**src/rtl/sif_pkg.sv**
```systemverilog
// Shared types and line-level constants for the serial frame receiver.
package sif_pkg;

   typedef enum logic [1:0] {
      IDLE = 2'd0,
      DATA = 2'd1,
      STOP = 2'd2
   } sif_rx_state_e;

   localparam logic SIF_START_BIT = 1'b1;
   localparam logic SIF_STOP_BIT  = 1'b0;
   localparam logic SIF_IDLE_LVL  = 1'b0;

endpackage

```
**src/rtl/sif_fifo.sv**
```systemverilog
// Small synchronous FIFO with first-word-fall-through read data.
// A push while full is accepted only when a pop frees a slot in the same cycle.
module sif_fifo #(
   parameter int WIDTH = 8,
   parameter int DEPTH = 4
) (
   input  logic                       clk,
   input  logic                       rst_n,
   input  logic                       i_push,
   input  logic [WIDTH-1:0]           i_wdata,
   input  logic                       i_pop,
   output logic [WIDTH-1:0]           o_rdata,
   output logic                       o_full,
   output logic                       o_empty,
   output logic [$clog2(DEPTH+1)-1:0] o_count
);

   localparam int PTR_W = $clog2(DEPTH);
   localparam int CNT_W = $clog2(DEPTH+1);

   logic [WIDTH-1:0] r_mem [DEPTH];
   logic [PTR_W-1:0] r_wr_ptr;
   logic [PTR_W-1:0] r_rd_ptr;
   logic [CNT_W-1:0] r_count;
   logic             w_do_push;
   logic             w_do_pop;

   assign o_empty   = (r_count == '0);
   assign o_full    = (r_count == CNT_W'(DEPTH));
   assign o_count   = r_count;
   assign o_rdata   = r_mem[r_rd_ptr];
   assign w_do_pop  = i_pop && !o_empty;
   assign w_do_push = i_push && (!o_full || w_do_pop);

   // Storage, pointers (natural power-of-2 wrap) and occupancy count.
   always_ff @(posedge clk or negedge rst_n) begin
      if (!rst_n) begin
         for (int i = 0; i < DEPTH; i++) r_mem[i] <= '0;
         r_wr_ptr <= '0;
         r_rd_ptr <= '0;
         r_count  <= '0;
      end else begin
         if (w_do_push) begin
            r_mem[r_wr_ptr] <= i_wdata;
            r_wr_ptr        <= r_wr_ptr + PTR_W'(1);
         end
         if (w_do_pop) r_rd_ptr <= r_rd_ptr + PTR_W'(1);
         r_count <= r_count + CNT_W'(w_do_push) - CNT_W'(w_do_pop);
      end
   end

endmodule

```
**src/rtl/sif_frame_rx.sv**
```systemverilog
// Serial frame receiver: start bit 1, DATA_W bits LSB-first, stop bit 0.
// Good frames are queued in a small FIFO behind a valid/ready port.
module sif_frame_rx
   import sif_pkg::*;
#(
   parameter int DATA_W     = 8,
   parameter int FIFO_DEPTH = 4
) (
   input  logic              clk,
   input  logic              rst_n,
   input  logic              din,
   output logic [DATA_W-1:0] rx_data,
   output logic              rx_valid,
   input  logic              rx_ready,
   output logic              frame_err,
   output logic              ovf,
   input  logic              clr_ovf,
   output logic              busy
);

   localparam int BCNT_W = (DATA_W > 1) ? $clog2(DATA_W) : 1;
   localparam int CNT_W  = $clog2(FIFO_DEPTH+1);
   localparam logic [BCNT_W-1:0] LAST_BIT = BCNT_W'(DATA_W-1);

   sif_rx_state_e     r_state;
   sif_rx_state_e     w_state_nxt;
   logic [BCNT_W-1:0] r_bit_cnt;
   logic [DATA_W-1:0] r_shreg;
   logic              r_frame_err;
   logic              r_ovf;
   logic              w_push;
   logic              w_bad_stop;
   logic              w_pop;
   logic              w_full;
   logic              w_empty;
   logic [CNT_W-1:0]  w_count;
   logic              w_overflow;

   assign rx_valid   = (w_count != '0);
   assign w_pop      = rx_ready && !w_empty;
   assign w_overflow = w_push && w_full && !w_pop;
   assign frame_err  = r_frame_err;
   assign ovf        = r_ovf;
   assign busy       = (r_state != IDLE);

   // State register.
   always_ff @(posedge clk or negedge rst_n) begin
      if (!rst_n) r_state <= IDLE;
      else        r_state <= w_state_nxt;
   end

   // Next state plus the stop-bit verdict (push good word or flag error).
   always_comb begin
      w_state_nxt = r_state;
      w_push      = 1'b0;
      w_bad_stop  = 1'b0;
      case (r_state)
         IDLE: if (din == SIF_START_BIT) w_state_nxt = DATA;
         DATA: if (r_bit_cnt == LAST_BIT) w_state_nxt = STOP;
         STOP: begin
            // A 1 here is an error, never a fresh start bit.
            w_state_nxt = IDLE;
            if (din == SIF_STOP_BIT) w_push     = 1'b1;
            else                     w_bad_stop = 1'b1;
         end
         default: w_state_nxt = IDLE;
      endcase
   end

   // Bit counter and LSB-first shift register fill.
   always_ff @(posedge clk or negedge rst_n) begin
      if (!rst_n) begin
         r_bit_cnt <= '0;
         r_shreg   <= '0;
      end else if (r_state == IDLE) begin
         r_bit_cnt <= '0;
      end else if (r_state == DATA) begin
         r_shreg[r_bit_cnt] <= din;
         if (r_bit_cnt != LAST_BIT) r_bit_cnt <= r_bit_cnt + BCNT_W'(1);
      end
   end

   // Error pulse and sticky overflow flag; a new overflow beats a clear.
   always_ff @(posedge clk or negedge rst_n) begin
      if (!rst_n) begin
         r_frame_err <= 1'b0;
         r_ovf       <= 1'b0;
      end else begin
         r_frame_err <= w_bad_stop;
         if (w_overflow)   r_ovf <= 1'b1;
         else if (clr_ovf) r_ovf <= 1'b0;
      end
   end

   sif_fifo #(
      .WIDTH (DATA_W),
      .DEPTH (FIFO_DEPTH)
   ) u_fifo (
      .clk     (clk),
      .rst_n   (rst_n),
      .i_push  (w_push),
      .i_wdata (r_shreg),
      .i_pop   (w_pop),
      .o_rdata (rx_data),
      .o_full  (w_full),
      .o_empty (w_empty),
      .o_count (w_count)
   );

endmodule

```
**config.mk**
```make
export PLATFORM = sky130hd
export DESIGN_NAME = sif_frame_rx
export DESIGN_NICKNAME = d
export VERILOG_FILES = /design/src/rtl/sif_pkg.sv /design/src/rtl/sif_fifo.sv /design/src/rtl/sif_frame_rx.sv
export SDC_FILE = /design/constraint.sdc
export NUM_CORES = 1
export LEC_CHECK = 0
export ABC_AREA = 0
export CORE_MARGIN = 1.5
export CORE_UTILIZATION = 58
export CTS_CLUSTER_DIAMETER = 50
export DETAILED_ROUTE_END_ITERATION = 10
export PLACE_DENSITY = 0.79
export RECOVER_POWER = 50
export SETUP_SLACK_MARGIN = 0.02
export SLEW_MARGIN = 30
export SYNTH_ARGS = -nofsm -noshare
export SYNTH_HDL_FRONTEND = slang
export SYNTH_SLANG_ARGS = --single-unit
```
**constraint.sdc**
```tcl
create_clock -name clk -period 2.9 [get_ports clk]
set_input_delay 0.58 -clock clk [delete_from_list [all_inputs] [get_ports clk]]
set_output_delay 0.58 -clock clk [all_outputs]
set_load 0.01 [all_outputs]
```
---- Yosys cells after proc, flatten, opt, wreduce, memory -nomap -nowiden ----
Cells that the tools add are included.
storage, ports and cells
  output and inout port bits .............. 12
  logic and storage cells ................. 74
  bits in registers ....................... 54
  input bits .............................. 5
cells by class
  bitwise operators ....................... 3
  $add $sub $neg .......................... 5
  eq/ne operators ......................... 7
  $lt $le $gt $ge ......................... 5
  reductions and logical operators ........ 21
  mux-type cells .......................... 21
operators by type and width
  kind                   count
  $bwmux W32             1
  $mux W8                3
  $bmux W8 S2            1
  $demux W8 S2           1
  $mux W3                3
  $bwmux W8              1
  $reduce_bool A2 Y1     4
  $logic_and A1 B1 Y1    7
  $mux W1                7
  $eq A3 B3 Y1 const B   2
  $ge A3 B3 Y1 const B   2
  $not A2 Y3             2
  $reduce_and A2 Y1      3
  $add A2 B1 Y2 const B  2
  $lt A3 B4 Y1 const B   1
  $mux W2                2
  $ne A2 B2 Y1 const B   2
  $pmux W2 S2            1
  $add A3 B1 Y3          1
  $add A3 B1 Y3 const B  1
  $demux W1 S3           1
  $ge A3 B1 Y1 const B   1
  $logic_not A1 Y1       3
  $logic_not A3 Y1       1
  other kinds (9)        9

---- Depth between registers and ports, before layout ----
  depth in word-level cells ............... 8
  depth in mapped cells ................... 8
  mapped depth without buffers ............ 7

---- Hierarchy ----
Synthesis repeated with hierarchy kept, for this count alone.
unflattened totals
  cells, all modules ...................... 173
  area, all modules ....................... 2,529.9 sq um
by module, submodules not included
  module        cells each  instances  sequential area each (sq um)  area each (sq um)
  sif_fifo      112         1          975.9                         1,788.0
  sif_frame_rx  61          1          375.4                         742.0

---- Least setup slack after synthesis ----
No wires, ideal clock.
  path type ............................... in2reg
  start point ............................. input port rx_ready
  end point ............................... register u_fifo.r_count[2] (netlist: u_fifo.o_count[2])
  arrival ................................. 2.241 ns
  path buffers ............................ 1
  stages .................................. 8
  setup time .............................. 0.123 ns
  required time ........................... 2.777 ns
  path slack .............................. 0.536 ns
  cell sequence ........................... or4b_1 > buf_6 > nand2_1 > inv_1 > ha_1 > fa_1 > xnor2_1 > xnor2_1
between the ends
  word-level cells in the longest chain between the ends .. 6
ends and longest elaborated chain
  element                     RTL line            RTL
  start: declaration          sif_frame_rx.sv:14  input logic rx_ready,
  $logic_and A1 B1 Y1         sif_frame_rx.sv:40  assign w_pop = rx_ready && !w_empty;
  $logic_and A1 B1 Y1         sif_fifo.sv:32      assign w_do_pop = i_pop && !o_empty;
  $logic_or A1 B1 Y1          sif_fifo.sv:33      assign w_do_push = i_push && (!o_full || w_do_pop);
  $logic_and A1 B1 Y1         sif_fifo.sv:33
  named net u_fifo.w_do_push  sif_fifo.sv:25      logic w_do_push;
  $add A3 B1 Y3               sif_fifo.sv:48      r_count <= r_count + CNT_W'(w_do_push) - CNT_W'(w_do_pop);
  $sub A3 B1 Y3               sif_fifo.sv:48
  end signal: assignment      sif_fifo.sv:48
  end: declaration            sif_fifo.sv:24      logic [CNT_W-1:0] r_count;
The timed path passes the listed nets, and every way through them passes these cells.
A chain may end at the register's enable or synchronous reset.

---- Final worst setup path ----
  start point ............................. register u_fifo.r_rd_ptr[0]
  end point ............................... output port rx_data[3]
between the ends
  word-level cells in the longest chain between the ends .. 4
ends and longest elaborated chain
  element                                      RTL line            RTL
  start: declaration                           sif_fifo.sv:23      logic [PTR_W-1:0] r_rd_ptr;
  start signal: assignment                     sif_fifo.sv:47      if (w_do_pop) r_rd_ptr <= r_rd_ptr + PTR_W'(1);
  $not A2 Y3 (not written as such)             sif_fifo.sv:31      assign o_rdata = r_mem[r_rd_ptr];
  $bmux W8 S2                                  sif_fifo.sv:31
  $mux W8 (not written as such) (2 in series)  sif_fifo.sv:31
  end: declaration                             sif_frame_rx.sv:12  output logic [DATA_W-1:0] rx_data,
No other way between the ends. The select of a mux whose other input is x is not followed.

==> qor.csv <==
stage,metric,value,unit
clocking,Clock H-tree levels,2,
setup_path,Setup CP Type,flip-flop to output pin,
drt,DRT iter0 DRCs,48,
clocking,clock sinks,54,
clocking,CTS Root Cell,clkbuf_8,
finish,most frequent cells in the layout,"dfrtp_1, mux2_2, clkdlybuf4s50_1",
clocking,Post-CTS Setup Inserts,0,
global_route,global-route wire length before repair,7.26,mm
global_route,initial antenna violation count,0,
power_and_ir_drop,maximum VDD drop,0.615,mV
clocking,Clock Path Buffers,2,
power_and_ir_drop,switching power,0.750,mW
synthesis,sequential fraction of the synthesis area,53.7,%
timing,endpoints failing hold,0,
synthesis,syn_area_per_cell,15.1,sq um
finish,Area Overhead vs Synth,12.5,%
power_and_ir_drop,Switching Share,32.0,%
drt,DRT Pass-1 Iters,4,
timing,Final Max Tran Viols,0,
global_route,vias in the first global route,1466,
timing,Final min period,2.48,ns
synthesis,Post-Syn Nets,180,
drt,drt drc,0,
place,Final HPWL DP,3.21,mm
floorplan,Site Rows,23,
synthesis,Synth top area share,53.7,%
drt,routed vias,1397,
floorplan,die width,68.9,um
timing,Slew headroom,11.5,%
setup_path,data required time of the critical path,2.32,ns
timing,setup violators final,0,
clocking,CTS tree,yes,
timing,Tcrit/Tclk final,85.5,%
global_route,largest net degree at the start of global routing,30,
finish,final core utilization,69.2,%
place,Port Buffers,16,
clocking,Hold Buf Count CTS,0,
power_and_ir_drop,Clk network pwr share,20.8,%
power_and_ir_drop,power density over the cells,829,nW/um^2
floorplan,Initial Utilization,61.5,%
synthesis,area of the mapped netlist,2510,sq um
finish,Register Area,1350,sq um
finish,NumNets Final,200,
finish,layout cells sized above 1,35.6,%
timing,total negative setup slack,0,ns
synthesis,top cell type by total area after synthesis,dfrtp_1,
hold_path,type of the most critical hold path,flip-flop to flip-flop,
global_route,GR Layer Usage met2,39.7,%
setup_path,Worst setup EP type,output pin,
timing,clock skew,0.00589,ns
power_and_ir_drop,power after layout,2.34,mW
finish,area of the multi-input gates,1100,sq um
clocking,clk_lat worst skew,0.31,ns
global_route,Top Usage Layer GRT,met2,
place,GP Congestion,0.669,
synthesis,Synth Warn #,0,
global_route,GRT Util Overall,22.2,%
finish,"commonest non-fill, non-tap cell in the layout",dfrtp_1,
power_and_ir_drop,proportion of power drawn by combinational gates,29.6,%
synthesis,post-synthesis register bit count,54,
power_and_ir_drop,LEAKAGE,1.33,nW
global_route,total gr overflow,0,
finish,fillers,287,
floorplan,Die Ht,68.9,um
outcome,status,"complete, no violations",
drt,Final ANT Viol Nets,0,
timing,slew of the pin with the lowest slew margin,1.33,ns
floorplan,Core Region,4090,sq um
finish,diode count,0,
flow_run,max-cap violation count,0,
drt,Wirelength per Cell,19.1,um
clocking,Post-CTS Resized,0,
synthesis,Post-Synthesis Cells,167,
setup_path,Crit Path Max Fanout,10,
floorplan,die area,4740,sq um
synthesis,count of cell types in the netlist,30,
synthesis,Synth area leaders,"dfrtp_1, mux2_2, mux4_2, ha_1, nand3_4",
power_and_ir_drop,P_int,1.59,mW
drt,Routed WL,4.55,mm
timing,RSZ-0062 raised after global routing,false,
drt,vias per inst,5.87,
clocking,clock-pin slew on the worst setup and hold paths,0.09,ns
setup_path,Setup crit start kind,flip-flop,
power_and_ir_drop,Seq pwr share,49.6,%
timing,f_max,403,MHz
floorplan,num ports,17,
clocking,CTS Buf Count,5,
global_route,met1 Use GR,26.6,%
global_route,GRT met3 Usage,4.87,%
setup_path,CP arrival,1.90,ns
-- area by class of cell --
| type | instances | share of cell area (%) |
|---|---|---|
| Clock buffer | 5 | 2.43 |
| Clock inverter | 3 | 1.42 |
| Inverter | 5 | 0.663 |
| Multi-Input combinational cell | 100 | 39.0 |
| Sequential cell | 54 | 47.8 |
| Tap cell | 50 | 2.21 |
| Timing Repair Buffer | 21 | 6.55 |
-- worst max-delay path: stages, from the launching register on --
cell and delay [ns]:
dfrtp_1 0.33, buf_4 0.23, mux4_2 0.54, clkdlybuf4s50_1 0.50
-- cell families (layout without fill, tap and decap cells) --
group | Yosys count | count (layout) | share of synthesized area [%]
buffers and inverters | 13 | 34 | 2.44
AO/OA/AOI/OAI | 7 | 7 | 2.24
multiplexers | 51 | 51 | 26.4
flip-flops | 54 | 54 | 53.7
AND/OR/NAND/NOR | 29 | 29 | 9.20
XOR/XNOR | 5 | 5 | 1.74
adder cells (fa/ha/maj) | 8 | 8 | 4.28
-- path summary, 6_finish.rpt --
kind / slack, ns / cells past startpoint / end / from
worst min register to register: 0.51 / 1 / u_fifo.r_mem[8] / u_fifo.r_mem[8]
worst max register to register: 0.79 / 7 / u_fifo.o_count[2] / u_fifo.o_count[0]
max in group asynchronous: 0.99 / 2 / u_fifo.r_mem[24] / rst_n
min in group asynchronous: 0.54 / 1 / ovf / rst_n
worst max-delay path: 0.42 / 3 / rx_data[3] / u_fifo.r_rd_ptr[0]
worst min-delay path: 0.51 / 1 / u_fifo.r_mem[8] / u_fifo.r_mem[8]
-- metrics by stage --
step | setup WS (ns) | std cells | cell area, sq um | hold WS [ns]
2_1_floorplan | 0.536 | 167 | 2510 | 0.284
3_3_place_gp | 0.181 | 230 | 2730 | 0.468
3_5_place_dp | 0.135 | 230 | 2730 | 0.484
4_1_cts | 0.375 | 238 | 2840 | 0.256
5_1_grt | 0.299 | 238 | 2830 | 0.531
6_report | 0.422 | 238 | 2830 | 0.506
-- registers in the layout (all words and copies together) (netlist names) --
name and cells:
r_bit_cnt 3, u_fifo.o_count 3, ovf 1, u_fifo.r_wr_ptr 2
r_shreg 8, frame_err 1, u_fifo.r_rd_ptr 2, u_fifo.r_mem 32
r_state 2
-- power by group through the flow --
stage	logic [mW]	clock network, mW	registers (mW)
2_1_floorplan	0.606	0	1.04
3_3_place_gp	0.657	0	1.14
3_5_place_dp	0.700	0	1.17
4_1_cts	0.707	0.500	1.16
5_1_grt	0.759	0.527	1.19
6_report	0.693	0.489	1.16
-- synth_stat cells (all sizes together) --
library cell and instances:
mux4 8, nand2b 1, a211oi 1, buf 5, or3 1, mux2i 1, or4b 1, a22o 5
mux2 42, nand3b 3, dfrtp 54, nor3 1, ha 7, nor2 4, o21ai 1, clkbuf 3
nand2 4, fa 1, nand3 6, nor3b 4, and3b 2, xnor2 5, inv 5, or2 2
-- layer usage --
layer  vias up  part of all wire [%]
met5         -                     0
met4         0                   1.4
met3         7                   2.3
met2        18                    55
met1       733                    41
li1        639                     -
Power figures use the tool's default switching activity.
